[src/rtl/washing_machine_ctrl_if.sv]
// washing_machine_ctrl_if: user-panel bundle between the appliance top level and the sequencer.
//   start       - level request to begin a cycle
//   double_wash - run a second WASH/RINSE pair
//   dry_wash    - steam-clean-only cycle, taken when leaving IDLE
//   time_pause  - freeze the current timed phase while high
//   done        - registered cycle-complete flag from the sequencer
interface washing_machine_ctrl_if;
    logic start;
    logic double_wash;
    logic dry_wash;
    logic time_pause;
    logic done;
    modport master (output start, double_wash, dry_wash, time_pause, input done);
    modport slave  (input start, double_wash, dry_wash, time_pause, output done);
endinterface

[src/rtl/washing_machine_ctrl.sv]
// washing_machine_ctrl: timed wash sequencer FILL_WATER -> WASH -> RINSE -> SPIN -> DRY, plus STEAM_CLEAN.
//   clk   - system clock, rising edge
//   rst_n - asynchronous active-low reset
//   bus   - panel inputs (start, double_wash, dry_wash, time_pause) and done output
// One clock cycle stands for one second of machine time.
module washing_machine_ctrl #(
    parameter int FILL_CYCLES  = 10,
    parameter int WASH_CYCLES  = 50,
    parameter int RINSE_CYCLES = 50,
    parameter int SPIN_CYCLES  = 20,
    parameter int DRY_CYCLES   = 60,
    parameter int STEAM_CYCLES = 60,
    parameter int CNT_W        = 6
) (
    input  logic                   clk,
    input  logic                   rst_n,
    washing_machine_ctrl_if.slave  bus
);
    localparam logic [2:0] IDLE        = 3'b000;
    localparam logic [2:0] FILL_WATER  = 3'b001;
    localparam logic [2:0] WASH        = 3'b010;
    localparam logic [2:0] RINSE       = 3'b011;
    localparam logic [2:0] SPIN        = 3'b100;
    localparam logic [2:0] DRY         = 3'b101;
    localparam logic [2:0] STEAM_CLEAN = 3'b110;
    logic [2:0]       current_state, next_state, after_state;
    logic [CNT_W-1:0] counter, last_count;
    logic             second_pass, timed, timeout, done_q;
    assign timed   = current_state != IDLE && current_state != 3'b111;
    assign timeout = timed && counter == last_count && !bus.time_pause;
    assign bus.done = done_q;
    always_comb begin
        last_count = current_state == FILL_WATER ? CNT_W'(FILL_CYCLES - 1)  :
                     current_state == WASH       ? CNT_W'(WASH_CYCLES - 1)  :
                     current_state == RINSE      ? CNT_W'(RINSE_CYCLES - 1) :
                     current_state == SPIN       ? CNT_W'(SPIN_CYCLES - 1)  :
                     current_state == DRY        ? CNT_W'(DRY_CYCLES - 1)   :
                                                   CNT_W'(STEAM_CYCLES - 1);
        // Only one extra WASH/RINSE pair: second_pass blocks a third
        after_state = current_state == FILL_WATER ? WASH :
                      current_state == WASH       ? RINSE :
                      current_state == RINSE      ? ((bus.double_wash && !second_pass) ? WASH : SPIN) :
                      current_state == SPIN       ? DRY : IDLE;
        next_state  = current_state == IDLE ? (bus.start ? (bus.dry_wash ? STEAM_CLEAN : FILL_WATER) : IDLE) :
                      !timed                ? IDLE :
                      timeout               ? after_state : current_state;
    end
    always_ff @(posedge clk or negedge rst_n) begin
        if (!rst_n) begin
            current_state <= IDLE;
            counter       <= '0;
            second_pass   <= 1'b0;
            done_q        <= 1'b0;
        end else begin
            current_state <= next_state;
            // Counter is zero in IDLE and on every phase change, so each phase starts from 0
            counter       <= (!timed || timeout) ? '0 : bus.time_pause ? counter : counter + CNT_W'(1);
            if (timeout && current_state == RINSE)
                second_pass <= bus.double_wash && !second_pass;
            // done rises on the return to IDLE and survives only while IDLE persists
            done_q        <= next_state == IDLE &&
                             (current_state == DRY || current_state == STEAM_CLEAN ||
                              (current_state == IDLE && done_q));
        end
    end
endmodule

[src/flat_wrapper.sv]
// flat-port wrapper written by rule: the top's interface ports become plain ports
module washing_machine_ctrl_flat 
#(
    parameter int FILL_CYCLES  = 10,
    parameter int WASH_CYCLES  = 50,
    parameter int RINSE_CYCLES = 50,
    parameter int SPIN_CYCLES  = 20,
    parameter int DRY_CYCLES   = 60,
    parameter int STEAM_CYCLES = 60,
    parameter int CNT_W        = 6
)
  (clk, rst_n, bus_start, bus_double_wash, bus_dry_wash, bus_time_pause, bus_done);
  washing_machine_ctrl_if bus_i ();
  input  logic clk;
  input  logic rst_n;
  input wire logic [$bits(bus_i.start)-1:0] bus_start;
  input wire logic [$bits(bus_i.double_wash)-1:0] bus_double_wash;
  input wire logic [$bits(bus_i.dry_wash)-1:0] bus_dry_wash;
  input wire logic [$bits(bus_i.time_pause)-1:0] bus_time_pause;
  output wire logic [$bits(bus_i.done)-1:0] bus_done;
  assign bus_i.start = bus_start;
  assign bus_i.double_wash = bus_double_wash;
  assign bus_i.dry_wash = bus_dry_wash;
  assign bus_i.time_pause = bus_time_pause;
  assign bus_done = bus_i.done;
  washing_machine_ctrl #(.FILL_CYCLES(FILL_CYCLES), .WASH_CYCLES(WASH_CYCLES), .RINSE_CYCLES(RINSE_CYCLES), .SPIN_CYCLES(SPIN_CYCLES), .DRY_CYCLES(DRY_CYCLES), .STEAM_CYCLES(STEAM_CYCLES), .CNT_W(CNT_W)) u_core (.clk(clk), .rst_n(rst_n), .bus(bus_i));
endmodule
[config.mk]
export PLATFORM = sky130hd
export DESIGN_NAME = washing_machine_ctrl_flat
export DESIGN_NICKNAME = d
export VERILOG_FILES = /design/src/rtl/washing_machine_ctrl_if.sv /design/src/rtl/washing_machine_ctrl.sv /design/src/flat_wrapper.sv
export SDC_FILE = /design/constraint.sdc
export NUM_CORES = 1
export LEC_CHECK = 0
export CAP_MARGIN = 20
export CORE_MARGIN = 3
export CORE_UTILIZATION = 40
export DETAILED_ROUTE_END_ITERATION = 16
export HOLD_SLACK_MARGIN = 0.03
export PLACE_DENSITY = 0.71
export SYNTH_ARGS = -nofsm -noshare
export SYNTH_HDL_FRONTEND = slang
export SYNTH_SLANG_ARGS = --single-unit
[constraint.sdc]
create_clock -name clk -period 2.9 [get_ports clk]
set_input_delay 0.58 -clock clk [delete_from_list [all_inputs] [get_ports clk]]
set_output_delay 0.58 -clock clk [all_outputs]
set_load 0.03 [all_outputs]
==> metrics, run 1 <==
final hold violation count 0; largest net degree at the start of global routing 18; post-placement cell count 111; Final Setup Violations 0; setup TNS 0 ns; most common cell after layout, fill and taps aside dfrtp_1; Min-Delay Path Class reg -> reg; H-tree levels 1; die height 49.6 um; Synth Area per Inst 8.94 um2; synthesized cell area 759 um2; row count 15; TritonCTS buffer count 3; Fill cells 173; GR Layer Usage met1 18.0%; First-pass DRT Iterations 4; postcts setup bufs 0; DRC Markers 0; drt wl/cell 13.4 um; placed wire-length estimate 1080 um; fin crit share 75.5%; Total Routed Length 1540 um; PortBufs 6; max_cap viols 0; Worst-path clk slew 0.08 ns; max-slew violation count 0; via/cell ratio 5.66; VDD IR max 0.379 mV; critical path class in -> reg; PD cells 778 mW/mm2; Seq cells post-synth 11; first-pass GRT wire length 2640 um; async set or reset register ratio after synthesis 100%; fin util 47.7%; global routing's busiest layer met2; sequential fraction of the synthesis area 36.2%; DR vias 651; status completed; Post-synth EDFFs 0; Lkg Pwr 0.346 nW; syn_nets 92; Tmin final 2.19 ns; CP startpoint kind primary input; Min Hold Slack 0.521 ns; via count of the first global-routing pass 575; Core Region 0.00176 mm2; top cell type's share of synthesized area 36.2%; Placer Congestion 0.740; CTS tree yes; Final Skew 0.00999 ns; area leader, netlist dfrtp_1; ANT cells 0; count of cell types in the netlist 38; Routed Antenna Nets 0; met2 usage in global routing 22.5%; root buffer cell clkbuf_4; RSZ-0062 raised after global routing false; synth-to-layout area growth 10.9%; Worst EP required 3.06 ns; Iter 0 DRT Violations 18; CP Data Arrival Time 2.35 ns; met3 usage 2.72%; Top FF cell, synth dfrtp_1; chip width 49.6 um; initial antenna violation count 0; Ports 7; Setup crit end kind flip-flop; Total GRT Usage 14.1%; Starting Density 43.0%; share of layout cells above drive strength 1 10.0%; Synthesis Warnings 0; area of the die 0.00246 mm2; Fmax 457 MHz; final net count 98; post-CTS sizing 0; Non-Filler Instances 115; grt ovf 0; CTS Buffer Depth 2; clk sinks 11; # hold bufs at CTS 0; Synth Instances 85; flop2flop setup slack 0.80 ns; worst slew pin tran 0.527 ns; crit path max fanout 9; Worst-Skew Late Latency 0.28 ns; max_slew headroom 64.9%; Synth area leaders dfrtp_1 36%, nand2_1 4.0%, nor2_1 4.0%; commonest non-fill, non-tap cells in the layout 11 x dfrtp_1, 8 x nor2_1, 8 x nand2_1, 6 x clkdlybuf4s50_1, 5 x nor3_1
==> sequential cells by signal, summed over array words and instances (netlist names) <==
register,flops
u_core.bus.done,1
u_core.counter,6
u_core.current_state,3
u_core.second_pass,1
==> path summary, 6_finish.rpt <==
| path | startpoint | endpoint | cells past startpoint |
|---|---|---|---|
| worst max-delay path | bus_time_pause | u_core.current_state[0]$_DFF_PN0_ | 7 |
| worst min-delay path | u_core.second_pass$_DFFE_PN0P_ | u_core.second_pass$_DFFE_PN0P_ | 1 |
| worst max register to register | u_core.current_state[0]$_DFF_PN0_ | u_core.current_state[0]$_DFF_PN0_ | 6 |
| worst min register to register | u_core.second_pass$_DFFE_PN0P_ | u_core.second_pass$_DFFE_PN0P_ | 1 |
| max in group asynchronous | rst_n | u_core.counter[4]$_DFFE_PN0P_ | 1 |
| min in group asynchronous | rst_n | u_core.current_state[0]$_DFF_PN0_ | 1 |
==> metrics by stage <==
step                setup WS [ns]  area, um2  total power [mW]
global route                0.477        842             0.710
detailed placement          0.467        816             0.545
global placement            0.504        816             0.526
finish                      0.711        842             0.655
floorplan                    1.12        759             0.495
CTS                         0.736        842             0.656
==> metal layers <==
metal	wire (um)	share of wire (%)
met1	701	46
met2	713	46
met3	66	4.3
met4	56	3.6
met5	0	0
==> final cells by class <==
cell class / instances / area [um2] / area share (%)
clock buffers: 4 / 26.3 / 3.12
inverters: 2 / 7.51 / 0.892
multi-input cells: 67 / 442 / 52.5
flip-flops and latches: 11 / 275 / 32.7
well taps: 25 / 31.3 / 3.71
repair buffers: 6 / 60.1 / 7.13
==> logic make-up (layout without fill, tap and decap cells) <==
group | Yosys count | count (layout) | synth area share (%)
xor+xnor | 6 | 6 | 6.92
fa+ha+maj | 1 | 1 | 1.65
flops | 11 | 11 | 36.2
buf+inv | 7 | 12 | 5.60
compound gates | 17 | 17 | 17.8
simple gates | 41 | 41 | 29.0
mux | 2 | 2 | 2.80
==> worst max-delay path, cell delays in order <==
cell and delay, ns:
clkdlybuf4s50_1 0.49, nor3b_1 0.26, nand2_1 0.08, a21oi_1 0.18
o21ai_2 0.15, a211o_1 0.33, a222oi_1 0.28
==> report_power, final <==
part	total (mW)	switching (mW)	internal, mW
Sequential	0.319	0.120	0.200
Combinational	0.228	0.106	0.122
Clock	0.108	0.0543	0.0534
==> Yosys cell counts, types with 3 or more instances <==
cell type and number:
nor3b_1 3, nand3_1 3, nor2_1 8, nor2b_1 4
xnor2_1 3, nor3_1 5, dfrtp_1 11, xor2_1 3
nand2_1 8
Power figures use the tool's default switching activity.
==> run 2: changes to the inputs <==
Clock period 2.9 ns to 2.1 ns, I/O delays scaled along.
==> run 2 against run 1 <==
  * Sequential cell count unchanged
  * Core utilization rose by 2.1 points
  * Via count increased by 0.77%
  * Die area did not move
  * Sequential power rose by 27%
  * Total power increased by 41%
  * First-iteration DRC count down 11%
  * Design area rose by 4.5%
  * Final cell count is 4.3% higher
  * Clock power rose by 39%
  * Largest power group unchanged
==> metrics, run 2 (same netlist as run 1, synthesis figures left out) <==
ANT cells 0 (unchanged); CTS Buffer Depth 2 (unchanged); total power 0.921 mW (+41%); crit path max fanout 16 (+7); grt ovf 0 (unchanged); post-placement cell count 116 (+4.5%); Ports 7 (unchanged); max_slew headroom 65.4% (+0.49 points); Placer Congestion 0.886 (+20%); Routed Antenna Nets 0 (unchanged); setup TNS 0 ns (unchanged); fin util 49.9% (+2.1 points); Non-Filler Instances 120 (+4.3%); Fmax 504 MHz; Cell Chain, Critical Path nor3_2 > nand2_1 > a21oi_1 > o21ai_2 > nor3_1 > mux2_2; via count of the first global-routing pass 618 (+7.5%); Final Setup Violations 0 (unchanged); fin crit share 94.4%; chip width 49.6 um (unchanged); # hold bufs at CTS 0 (unchanged); post-route cell area 880 um2 (+4.5%); Total GRT Usage 13.9% (-0.24 points); postcts setup bufs 0 (unchanged); final hold violation count 0 (unchanged); final net count 103 (+5.1%); Lkg Pwr 0.369 nW (+6.9%); commonest non-fill, non-tap cells in the layout 11 x dfrtp_1, 8 x nor2_1, 8 x nand2_1, 6 x clkdlybuf4s50_1; CTS tree yes; critical path class reg -> reg; PD cells 1050 mW/mm2 (+35%); worst slew pin tran 0.518 ns (-0.00902 ns); max-slew violation count 0 (unchanged); Core Region 0.00176 mm2 (unchanged); RSZ-0062 raised after global routing false; largest net degree at the start of global routing 17 (-1); DRC Markers 0 (unchanged); share of layout cells above drive strength 1 14.7% (+4.7 points); synth-to-layout area growth 15.8%; post-CTS sizing 0 (unchanged); DR vias 656 (+0.77%); Largest Register u_core.counter; Iter 0 DRT Violations 16 (-2); drt wl/cell 13.3 um (-0.43%); CP startpoint kind flip-flop; root buffer cell clkbuf_4; TritonCTS buffer count 3 (unchanged); PortBufs 6 (unchanged); First-pass DRT Iterations 4 (unchanged); Tmin final 1.98 ns; pre-CTS setup slack -0.0316 ns (-0.498 ns); H-tree levels 1 (unchanged); status completed; Min-Delay Path Class in -> async; Worst-path clk slew 0.07 ns (about the same); Slowest Stage Delay on Critical Path 0.57 ns (+0.08 ns); first-pass GRT wire length 2690 um (+2.1%); die height 49.6 um (unchanged); most common cell after layout, fill and taps aside dfrtp_1; via/cell ratio 5.47 (-3.4%); max FFs per register 6 (unchanged); Setup crit end kind flip-flop; Min Hold Slack 0.482 ns (-0.0386 ns); dpl cell area 853 um2 (+4.6%); Total Routed Length 1600 um (+3.9%); top flop regs u_core.counter (6), u_core.current_state (3); CP max stage cell dfrtp_1; placed wire-length estimate 1160 um (+7.7%); area of the die 0.00246 mm2 (unchanged); clk sinks 11 (unchanged); Worst EP required 2.26 ns (-0.80 ns); Worst-Skew Late Latency 0.28 ns (about the same); Setup WS post-layout 0.117 ns (-0.594 ns); CP Data Arrival Time 2.15 ns (-0.20 ns); initial antenna violation count 0 (unchanged); max_cap viols 0 (unchanged); row count 15 (unchanged); Final Skew 0.00452 ns (-0.00547 ns); VDD IR max 0.550 mV (+45%); Starting Density 43.0% (unchanged)
==> run 2: cell count changes in the layout (fill, tap and decap cells not counted) <==
cell / delta
buf_4: +5
==> run 2: layout make-up <==
class                   instances  area [um2]
fillers                       179         885
inverters                       2        7.51
repair buffers                 11        97.6
flip-flops and latches         11         275
clock buffers                   4        26.3
well taps                      25        31.3
multi-input cells              67         442
==> run 2: per-layer routing <==
metal	GRT usage, %	vias up	part of all wire (%)	wire, um
met5	0	-	0	0
met4	6.91	0	2.3	37
met3	1.81	5	4.1	66
met2	20.7	18	44	708
met1	19.4	307	49	784
li1	-	326	-	-
==> run 2: final timing paths <==
check                                                   from                              to  slack, ns  cells past startpoint
min                                                    rst_n       u_core.bus.done$_DFF_PN0_       0.48                      1
min reg2reg                   u_core.second_pass$_DFFE_PN0P_  u_core.second_pass$_DFFE_PN0P_       0.52                      1
max reg2reg                u_core.current_state[2]$_DFF_PN0_  u_core.second_pass$_DFFE_PN0P_       0.12                      6
min in group clk              u_core.second_pass$_DFFE_PN0P_  u_core.second_pass$_DFFE_PN0P_       0.52                      1
max                        u_core.current_state[2]$_DFF_PN0_  u_core.second_pass$_DFFE_PN0P_       0.12                      6
max in group asynchronous                              rst_n   u_core.counter[3]$_DFFE_PN0P_       1.27                      1
==> run 2: critical path, delay by kind of cell, from the launching register on <==
| kind | cells | cell delay (ns) |
|---|---|---|
| flops | 1 | 0.57 |
| simple gates | 3 | 0.62 |
| mux | 1 | 0.36 |
| compound gates | 2 | 0.31 |
==> run 2: power by group <==
part | switching (mW) | internal [mW] | total, mW
Clock | 0.0760 | 0.0737 | 0.150
Combinational | 0.181 | 0.186 | 0.367
Sequential | 0.128 | 0.277 | 0.405
Total | 0.385 | 0.536 | 0.921
